==> config.mk <==
export PLATFORM = sky130hd
export DESIGN_NAME = hazard_scoreboard_flat
export DESIGN_NICKNAME = d
export VERILOG_FILES = /design/src/rtl/hazard_scoreboard_if.sv /design/src/rtl/hazard_scoreboard.sv /design/src/flat_wrapper.sv
export SDC_FILE = /design/constraint.sdc
export NUM_CORES = 1
export LEC_CHECK = 0
export ABC_AREA = 1
export BUFFER_PORTS_ARGS = -buffer_cell sky130_fd_sc_hd__buf_4
export CAP_MARGIN = 20
export CORE_MARGIN = 10
export CORE_UTILIZATION = 60
export DETAILED_ROUTE_END_ITERATION = 7
export PLACE_DENSITY_LB_ADDON = 0.12
export SLEW_MARGIN = 10
export SYNTH_ARGS = -nofsm -noshare
export SYNTH_HDL_FRONTEND = slang
export SYNTH_SLANG_ARGS = --single-unit
==> constraint.sdc <==
create_clock -name clk -period 8.29 [get_ports clk]
set_clock_uncertainty 0.1 [all_clocks]
set_input_delay 1.658 -clock clk [delete_from_list [all_inputs] [get_ports clk]]
set_output_delay 1.658 -clock clk [all_outputs]
set_load 0.005 [all_outputs]
==> src/rtl/hazard_scoreboard_if.sv <==
// Hazard scoreboard bundle: ID-stage request, forwarding stages and completions
// in, forwarding selects, stall/flush controls and scoreboard state out.
interface hazard_scoreboard_if #(
  parameter int NREGS      = 32,
  parameter int FWD_STAGES = 3,
  parameter int MAX_PEND   = 4,
  parameter int CNT_W      = 32
);
  localparam int RAW = $clog2(NREGS);
  localparam int FW  = $clog2(FWD_STAGES + 1);
  localparam int PW  = $clog2(MAX_PEND + 1);

  logic                      id_valid;
  logic [RAW-1:0]            id_rs1;
  logic [RAW-1:0]            id_rs2;
  logic                      id_rs1_used;
  logic                      id_rs2_used;
  logic [RAW-1:0]            id_rd;
  logic                      id_reg_wr;
  logic                      id_long_lat;
  logic [FWD_STAGES*RAW-1:0] stg_rd;
  logic [FWD_STAGES-1:0]     stg_wr;
  logic [FWD_STAGES-1:0]     stg_ready;
  logic                      cmp_valid;
  logic [RAW-1:0]            cmp_rd;
  logic                      muldiv_busy;
  logic                      branch_mispredict;

  logic [FW-1:0]             fwd_rs1;
  logic [FW-1:0]             fwd_rs2;
  logic                      stall_if;
  logic                      stall_id;
  logic                      stall_ex;
  logic                      flush_id;
  logic                      flush_ex;
  logic [NREGS-1:0]          sb_busy;
  logic [PW-1:0]             pend_cnt;
  logic [CNT_W-1:0]          stall_cycles;

  modport master (
    output id_valid, id_rs1, id_rs2, id_rs1_used, id_rs2_used,
    output id_rd, id_reg_wr, id_long_lat,
    output stg_rd, stg_wr, stg_ready,
    output cmp_valid, cmp_rd, muldiv_busy, branch_mispredict,
    input  fwd_rs1, fwd_rs2,
    input  stall_if, stall_id, stall_ex, flush_id, flush_ex,
    input  sb_busy, pend_cnt, stall_cycles
  );

  modport slave (
    input  id_valid, id_rs1, id_rs2, id_rs1_used, id_rs2_used,
    input  id_rd, id_reg_wr, id_long_lat,
    input  stg_rd, stg_wr, stg_ready,
    input  cmp_valid, cmp_rd, muldiv_busy, branch_mispredict,
    output fwd_rs1, fwd_rs2,
    output stall_if, stall_id, stall_ex, flush_id, flush_ex,
    output sb_busy, pend_cnt, stall_cycles
  );
endinterface

==> src/rtl/hazard_scoreboard.sv <==
// Forwarding select, stall/flush control and long-latency busy scoreboard
// for the ID stage.
module hazard_scoreboard #(
  parameter int NREGS      = 32,
  parameter int FWD_STAGES = 3,
  parameter int MAX_PEND   = 4,
  parameter int CNT_W      = 32
) (
  input logic               clk,
  input logic               rst,
  hazard_scoreboard_if.slave bus
);
  localparam int RAW = $clog2(NREGS);
  localparam int FW  = $clog2(FWD_STAGES + 1);
  localparam int PW  = $clog2(MAX_PEND + 1);

  logic [NREGS-1:0] busy_q, busy_d;
  logic [PW-1:0]    pend_q, pend_d;
  logic [CNT_W-1:0] cnt_q, cnt_d;

  logic [FW-1:0] f1, f2;
  logic          h1, h2;
  logic          rs1_chk, rs2_chk;
  logic          raw_sb, waw_sb, full, hz;
  logic          s_if, s_id, s_ex, fl_id, fl_ex;
  logic          issue, set_v, clr_v;

  assign rs1_chk = bus.id_rs1_used && (bus.id_rs1 != '0);
  assign rs2_chk = bus.id_rs2_used && (bus.id_rs2 != '0);

  // Walk oldest to youngest so the youngest match overrides.
  always_comb begin
    f1 = '0;
    h1 = 1'b0;
    f2 = '0;
    h2 = 1'b0;
    for (int s = FWD_STAGES - 1; s >= 0; s--) begin
      if (rs1_chk && bus.stg_wr[s] &&
          bus.stg_rd[s*RAW +: RAW] == bus.id_rs1) begin
        f1 = bus.stg_ready[s] ? FW'(s + 1) : '0;
        h1 = !bus.stg_ready[s];
      end
      if (rs2_chk && bus.stg_wr[s] &&
          bus.stg_rd[s*RAW +: RAW] == bus.id_rs2) begin
        f2 = bus.stg_ready[s] ? FW'(s + 1) : '0;
        h2 = !bus.stg_ready[s];
      end
    end
  end

  assign raw_sb = bus.id_valid &&
                  ((rs1_chk && busy_q[bus.id_rs1]) ||
                   (rs2_chk && busy_q[bus.id_rs2]));
  assign waw_sb = bus.id_valid && bus.id_reg_wr &&
                  (bus.id_rd != '0) && busy_q[bus.id_rd];
  assign full   = bus.id_valid && bus.id_long_lat &&
                  (pend_q == PW'(MAX_PEND));
  assign hz     = h1 || h2 || raw_sb || waw_sb || full;

  always_comb begin
    s_if  = 1'b0;
    s_id  = 1'b0;
    s_ex  = 1'b0;
    fl_id = 1'b0;
    fl_ex = 1'b0;
    issue = 1'b0;
    priority case (1'b1)
      rst: begin
        fl_id = 1'b1;
        fl_ex = 1'b1;
      end
      bus.branch_mispredict: begin
        fl_id = 1'b1;
        fl_ex = 1'b1;
        s_ex  = bus.muldiv_busy;
      end
      bus.muldiv_busy: begin
        s_if = 1'b1;
        s_id = 1'b1;
        s_ex = 1'b1;
      end
      hz: begin
        s_if  = 1'b1;
        s_id  = 1'b1;
        fl_ex = 1'b1;
      end
      default: issue = bus.id_valid;
    endcase
  end

  // Completions never bypass: the scoreboard only sees registered state.
  always_comb begin
    set_v  = issue && bus.id_long_lat && bus.id_reg_wr &&
             (bus.id_rd != '0);
    clr_v  = bus.cmp_valid && (bus.cmp_rd != '0) &&
             busy_q[bus.cmp_rd];
    busy_d = busy_q;
    if (clr_v) busy_d[bus.cmp_rd] = 1'b0;
    if (set_v) busy_d[bus.id_rd] = 1'b1;
    pend_d = pend_q + PW'(set_v) - PW'(clr_v);
    cnt_d  = cnt_q;
    if (s_id && (cnt_q != '1)) cnt_d = cnt_q + CNT_W'(1);
  end

  always_ff @(posedge clk) begin
    if (rst) begin
      busy_q <= '0;
      pend_q <= '0;
      cnt_q  <= '0;
    end else begin
      busy_q <= busy_d;
      pend_q <= pend_d;
      cnt_q  <= cnt_d;
    end
  end

  assign bus.fwd_rs1      = rst ? '0 : f1;
  assign bus.fwd_rs2      = rst ? '0 : f2;
  assign bus.stall_if     = s_if;
  assign bus.stall_id     = s_id;
  assign bus.stall_ex     = s_ex;
  assign bus.flush_id     = fl_id;
  assign bus.flush_ex     = fl_ex;
  assign bus.sb_busy      = busy_q;
  assign bus.pend_cnt     = pend_q;
  assign bus.stall_cycles = cnt_q;
endmodule

==> src/flat_wrapper.sv <==
// flat-port wrapper written by rule: the top's interface ports become plain ports
module hazard_scoreboard_flat 
#(
  parameter int NREGS      = 32,
  parameter int FWD_STAGES = 3,
  parameter int MAX_PEND   = 4,
  parameter int CNT_W      = 32
)
  (clk, rst, bus_id_valid, bus_id_rs1, bus_id_rs2, bus_id_rs1_used, bus_id_rs2_used, bus_id_rd, bus_id_reg_wr, bus_id_long_lat, bus_stg_rd, bus_stg_wr, bus_stg_ready, bus_cmp_valid, bus_cmp_rd, bus_muldiv_busy, bus_branch_mispredict, bus_fwd_rs1, bus_fwd_rs2, bus_stall_if, bus_stall_id, bus_stall_ex, bus_flush_id, bus_flush_ex, bus_sb_busy, bus_pend_cnt, bus_stall_cycles);
  hazard_scoreboard_if #(.NREGS(NREGS), .FWD_STAGES(FWD_STAGES), .MAX_PEND(MAX_PEND), .CNT_W(CNT_W)) bus_i ();
  input logic clk;
  input logic rst;
  input wire logic [$bits(bus_i.id_valid)-1:0] bus_id_valid;
  input wire logic [$bits(bus_i.id_rs1)-1:0] bus_id_rs1;
  input wire logic [$bits(bus_i.id_rs2)-1:0] bus_id_rs2;
  input wire logic [$bits(bus_i.id_rs1_used)-1:0] bus_id_rs1_used;
  input wire logic [$bits(bus_i.id_rs2_used)-1:0] bus_id_rs2_used;
  input wire logic [$bits(bus_i.id_rd)-1:0] bus_id_rd;
  input wire logic [$bits(bus_i.id_reg_wr)-1:0] bus_id_reg_wr;
  input wire logic [$bits(bus_i.id_long_lat)-1:0] bus_id_long_lat;
  input wire logic [$bits(bus_i.stg_rd)-1:0] bus_stg_rd;
  input wire logic [$bits(bus_i.stg_wr)-1:0] bus_stg_wr;
  input wire logic [$bits(bus_i.stg_ready)-1:0] bus_stg_ready;
  input wire logic [$bits(bus_i.cmp_valid)-1:0] bus_cmp_valid;
  input wire logic [$bits(bus_i.cmp_rd)-1:0] bus_cmp_rd;
  input wire logic [$bits(bus_i.muldiv_busy)-1:0] bus_muldiv_busy;
  input wire logic [$bits(bus_i.branch_mispredict)-1:0] bus_branch_mispredict;
  output wire logic [$bits(bus_i.fwd_rs1)-1:0] bus_fwd_rs1;
  output wire logic [$bits(bus_i.fwd_rs2)-1:0] bus_fwd_rs2;
  output wire logic [$bits(bus_i.stall_if)-1:0] bus_stall_if;
  output wire logic [$bits(bus_i.stall_id)-1:0] bus_stall_id;
  output wire logic [$bits(bus_i.stall_ex)-1:0] bus_stall_ex;
  output wire logic [$bits(bus_i.flush_id)-1:0] bus_flush_id;
  output wire logic [$bits(bus_i.flush_ex)-1:0] bus_flush_ex;
  output wire logic [$bits(bus_i.sb_busy)-1:0] bus_sb_busy;
  output wire logic [$bits(bus_i.pend_cnt)-1:0] bus_pend_cnt;
  output wire logic [$bits(bus_i.stall_cycles)-1:0] bus_stall_cycles;
  assign bus_i.id_valid = bus_id_valid;
  assign bus_i.id_rs1 = bus_id_rs1;
  assign bus_i.id_rs2 = bus_id_rs2;
  assign bus_i.id_rs1_used = bus_id_rs1_used;
  assign bus_i.id_rs2_used = bus_id_rs2_used;
  assign bus_i.id_rd = bus_id_rd;
  assign bus_i.id_reg_wr = bus_id_reg_wr;
  assign bus_i.id_long_lat = bus_id_long_lat;
  assign bus_i.stg_rd = bus_stg_rd;
  assign bus_i.stg_wr = bus_stg_wr;
  assign bus_i.stg_ready = bus_stg_ready;
  assign bus_i.cmp_valid = bus_cmp_valid;
  assign bus_i.cmp_rd = bus_cmp_rd;
  assign bus_i.muldiv_busy = bus_muldiv_busy;
  assign bus_i.branch_mispredict = bus_branch_mispredict;
  assign bus_fwd_rs1 = bus_i.fwd_rs1;
  assign bus_fwd_rs2 = bus_i.fwd_rs2;
  assign bus_stall_if = bus_i.stall_if;
  assign bus_stall_id = bus_i.stall_id;
  assign bus_stall_ex = bus_i.stall_ex;
  assign bus_flush_id = bus_i.flush_id;
  assign bus_flush_ex = bus_i.flush_ex;
  assign bus_sb_busy = bus_i.sb_busy;
  assign bus_pend_cnt = bus_i.pend_cnt;
  assign bus_stall_cycles = bus_i.stall_cycles;
  hazard_scoreboard #(.NREGS(NREGS), .FWD_STAGES(FWD_STAGES), .MAX_PEND(MAX_PEND), .CNT_W(CNT_W)) u_core (.clk(clk), .rst(rst), .bus(bus_i));
endmodule
==> results by stage <==
STA:
- For the pin with the worst max-slew slack, the measured transition is 0.8475 ns.
- The maximum operating frequency is 179.9 MHz.
- Setup violations remaining at the end of the flow were counted as 0.
- Setup repair after global routing left no endpoint under its margin.
- The final worst hold slack is 0.3997 ns.
- The share of the cycle needed by the critical path after routing is 67.04%.
- In this run the tightest slew margin relative to its limit is 43.07%.
- The post-route setup TNS is 0 ns.
- The number of hold-slack violations in the final timing report is 0.
- The worst path in the final design needs a cycle of 5.557 ns, including I/O delays and setup.
- The final number of max-transition violations is 0.

Worst setup path:
- The cell with the largest stage delay on the worst path is sky130_fd_sc_hd__buf_4.
- The critical register-to-register path endpoint is u_core.bus.stall_cycles[0].
- Counting both buffers and inverters, the worst setup path holds a total of 6.
- The slack of the worst reg-to-reg path is 5.09 ns.
- The delay of the slowest critical-path stage is 0.47 ns.
- The top cell family by delay on the critical path is buffers and inverters.
- At the worst endpoint, the required time is 6.53 ns.
- STA puts the critical path data arrival time at 3.80 ns.
- The critical register-to-register path startpoint is u_core.bus.sb_busy[16].
- The critical path endpoint category is a primary output.
- STA classifies the critical path startpoint as a primary input.
- The signal on the critical path passes through buf_4 > inv_1 > nand2_1 > o21ai_1 > inv_1 > nand3_1 > nand3_1 > a21oi_1 > nor2_2 > nand3_2 > buf_4 > nand2_1 > inv_1 > buf_4.
- The critical setup path kind is in2out.
- The top fanout value on the critical path is 67.
- The number of cells on the worst reg-to-reg path is 18.

Logic synthesis:
- Counting every instance in the synthesized netlist gives 1012.
- The share of synthesized area occupied by flip-flops and latches is 22.79%.
- The net count after synthesis is 1067.
- The synthesized netlist occupies a cell area of 5884 um^2.
- The average instance in the mapped netlist occupies 5.815 um^2.
- The number of register bits inferred by synthesis is 67.
- The Yosys warning count is 0.
- The number of library cell types mapped by synthesis is 34.

Die:
- In this run the core area contains 36 standard-cell rows.
- The die is 119.0 um wide.
- The initial core utilization is 60.76%.
- In this run the vertical extent of the chip is 119.0 um.
- The full die area is 14170 um^2.
- During I/O placement, the number of pins put on the boundary was 127.
- The placeable core region is 9684 um^2.

Layout:
- Of the cells placed in the final design, the portion with a size suffix greater than 1 is 14.72%.
- The repair_antennas step left the layout with diodes totalling 0.
- The multi-input combinational cells in the finished layout cover a total of 3849 um^2.
- The final layout contains 1157 nets.
- The finished layout holds 1240 standard cells, fillers aside.
- The area growth from synthesis to layout is 19.22%.
- Counting the fill cells in the layout gives 915.
- The sequential cells in the finished layout cover a total of 1341 um^2.
- The area of all placed cells without fillers is 7015 um^2.

Global route:
- The global-route congestion overflow total is 0.
- Entering global routing, the biggest net connects 70 pins.
- The number of antenna violations at the first check in global routing is 0.
- The number of global-route vias before repair is 6796.
- The first global-routing pass estimated 34.27 mm of wire.
- The global routing usage summed across all routing layers is 28.90%.

Clocking:
- The number of hold buffers added after cts is 0.
- The clock latency reported for the late side of the worst-skew pair is 0.37 ns.
- The clock tree root driver cell is sky130_fd_sc_hd__clkbuf_8.
- Gates resized during post-CTS repair numbered 0.
- In this run the post-CTS setup repair buffer count came out at 0.
- After clock tree synthesis, the clock-pin slew on the worst setup and hold paths is 0.07 ns.
- Counting the buffers created by CTS gives 9.
- The CTS sink count is 67.
- The total number of H-tree levels is 3.
- TritonCTS built the clock tree.
- The clock passes through at most 2 buffers.

Placement:
- The placed instances occupy a cell area of 6760 um^2.
- Once placement completed, the tool counted placed cells totaling 1222.
- The congestion estimate from routability-driven global placement came to 1.032.
- The count of buffers added on input and output ports is 126.
- The HPWL after detailed placement is 15.97 mm.

Hold path:
- The worst hold path cell count is 2.
- The worst min-delay path endpoint is u_core.bus.stall_cycles[31].
- The kind of path behind the tightest hold check is reg2reg.
- The startpoint of the tightest hold check path is u_core.bus.stall_cycles[31].

Pwr:
- The total power divided by cell area is 111.6 nW/um^2.
- The clock network burns 40.8% of the power.
- The power dissipated by switching net loads is 0.0002405 W.
- The internal power consumption is 0.0005424 W.
- The switching part of the total is 30.72%.
- The worst-case vdd ir drop is 0.00009361 V.
- The share of total power dissipated in combinational logic is 17.9%.
- The analysis attributes to cell leakage a power of 2.904 nW.
- The post-layout total power is 0.0007829 W.
- Per report_power, the sequential group accounts for 41.3% of the total.

Detailed routing:
- The post-route DRC violation count is 1.
- The average wire length per cell after detail routing is 17.41 um.
- The first routing iteration left 946 violations.
- The first-pass iteration count of the detailed router is 8.
- The wire length after detailed routing is 21.58 mm.
- The count of vias placed by the detailed router is 7370.
- The via density per instance is 5.944.
- The count of antenna-violating nets left after detailed routing is 0.

Run status:
- The checks that failed: DRC.
- The run finished, with violations left.

Run:
- The max capacitance violation total is 0.
## state kept, by name (all words and copies together), names as in the netlist
register                 flops
u_core.bus.pend_cnt          3
u_core.bus.sb_busy          32
u_core.bus.stall_cycles     32
## logic make-up after synthesis
logic type / share of synthesized area [%]
buffers and inverters: 11.89
AO/OA/AOI/OAI: 15.42
flip-flops: 22.79
XOR/XNOR: 5.507
AND/OR/NAND/NOR: 43.42
adder cells (fa/ha/maj): 0.9782
## placed cells by master (no fill, tap or decap)
cell type	instances
sky130_fd_sc_hd__a21oi_1	79
sky130_fd_sc_hd__a22oi_1	5
sky130_fd_sc_hd__a31oi_1	1
sky130_fd_sc_hd__buf_4	131
sky130_fd_sc_hd__buf_8	2
sky130_fd_sc_hd__bufinv_16	2
sky130_fd_sc_hd__clkbuf_8	9
sky130_fd_sc_hd__clkinv_1	1
sky130_fd_sc_hd__clkinv_4	2
sky130_fd_sc_hd__clkinvlp_4	2
sky130_fd_sc_hd__dfxtp_1	67
sky130_fd_sc_hd__fa_1	1
sky130_fd_sc_hd__ha_1	3
sky130_fd_sc_hd__inv_1	104
sky130_fd_sc_hd__inv_2	7
sky130_fd_sc_hd__inv_6	1
sky130_fd_sc_hd__nand2_1	276
sky130_fd_sc_hd__nand2_2	1
sky130_fd_sc_hd__nand2_4	1
sky130_fd_sc_hd__nand3_1	65
sky130_fd_sc_hd__nand3_2	1
sky130_fd_sc_hd__nand3b_1	32
sky130_fd_sc_hd__nand4_1	49
sky130_fd_sc_hd__nor2_1	96
sky130_fd_sc_hd__nor2_2	4
sky130_fd_sc_hd__nor3_1	33
sky130_fd_sc_hd__nor3b_1	2
sky130_fd_sc_hd__nor4_1	8
sky130_fd_sc_hd__nor4b_1	1
sky130_fd_sc_hd__o211ai_1	15
sky130_fd_sc_hd__o21ai_0	62
sky130_fd_sc_hd__o21ai_1	1
sky130_fd_sc_hd__o221ai_1	1
sky130_fd_sc_hd__o22ai_1	5
sky130_fd_sc_hd__xnor2_1	15
sky130_fd_sc_hd__xor2_1	22
## power by group through the flow
stage | clock, W | sequential, W | combinational (W)
2_1_floorplan | 0 | 0.000331 | 0.0000922
3_3_place_gp | 0 | 0.000331 | 0.000134
3_5_place_dp | 0 | 0.000331 | 0.000135
4_1_cts | 0.000319 | 0.000323 | 0.000135
5_1_grt | 0.000331 | 0.000324 | 0.000153
6_report | 0.000320 | 0.000323 | 0.000140
## through the flow
| stage | utilization [%] | setup slack (ns) |
|---|---|---|
| after detailed placement | 69.81 | 2.757 |
| final | 72.44 | 2.733 |
| after global placement | 69.73 | 2.883 |
| after floorplan | - | 3.286 |
| after global routing | 72.44 | 2.505 |
| after CTS | 72.13 | 2.751 |
## Yosys cell counts (all sizes together)
cell / count / area share [%]
nor4b: 1 / 0.15
xor2: 22 / 3.3
o21ai: 63 / 5.4
nor4: 8 / 0.85
dfxtp: 67 / 23
o22ai: 5 / 0.53
ha: 3 / 0.64
xnor2: 15 / 2.2
nor2: 100 / 6.5
inv: 111 / 7.1
fa: 1 / 0.34
a31oi: 1 / 0.11
clkinv: 1 / 0.064
nand2: 278 / 18
clkbuf: 23 / 1.5
o211ai: 15 / 1.9
nand4: 49 / 5.2
a22oi: 5 / 0.64
nand3b: 32 / 4.1
nand3: 66 / 5.7
nor3b: 2 / 0.26
nor3: 33 / 2.8
o221ai: 1 / 0.15
a21oi: 79 / 6.7
buf: 31 / 3.3
## area by class of cell
cell class,instances,share of cell area [%]
well taps,133,2.372
multi-input cells,779,54.86
clock buffers,9,1.766
repair buffers,133,14.45
inverters,112,5.993
clock inverters,7,1.445
flip-flops and latches,67,19.12
## worst max path at each step
stage                  startpoint            to  slack [ns]  depth (start not counted)
floorplan            bus_id_rd[0]  bus_stall_if        3.29                         19
global placement    bus_id_rs1[1]  bus_stall_if        2.88                         14
detailed placement  bus_id_rs1[1]  bus_stall_if        2.76                         14
CTS                 bus_id_rs1[1]  bus_stall_if        2.75                         14
global route        bus_id_rs1[1]  bus_stall_if        2.50                         14
finish              bus_id_rs1[1]  bus_stall_if        2.73                         14
## routing by layer
metal	track usage, %	up-vias	wire length [um]
met2	48.41	495	10070
met4	11.07	0	646
met5	0	-	0
met3	7.558	54	2483
li1	-	3531	-
met1	34.62	3290	8383
## worst reg2reg max path: stages (launching register included)
cell and delay, ns:
sky130_fd_sc_hd__dfxtp_1 0.50, sky130_fd_sc_hd__inv_1 0.11, sky130_fd_sc_hd__o21ai_0 0.16, sky130_fd_sc_hd__nand2_1 0.07
sky130_fd_sc_hd__nand2_1 0.07, sky130_fd_sc_hd__nand2_1 0.05, sky130_fd_sc_hd__nand2_1 0.07, sky130_fd_sc_hd__nor2_1 0.04
sky130_fd_sc_hd__nand2_1 0.08, sky130_fd_sc_hd__nand2_1 0.08, sky130_fd_sc_hd__nand3_1 0.10, sky130_fd_sc_hd__nor2_2 0.05
sky130_fd_sc_hd__nand3_2 0.05, sky130_fd_sc_hd__buf_4 0.47, sky130_fd_sc_hd__nand3_1 0.53, sky130_fd_sc_hd__buf_8 0.33
sky130_fd_sc_hd__nand2_1 0.08, sky130_fd_sc_hd__nand2_1 0.05, sky130_fd_sc_hd__nor2_1 0.12
Note: power is estimated with default switching activity, not from simulation.
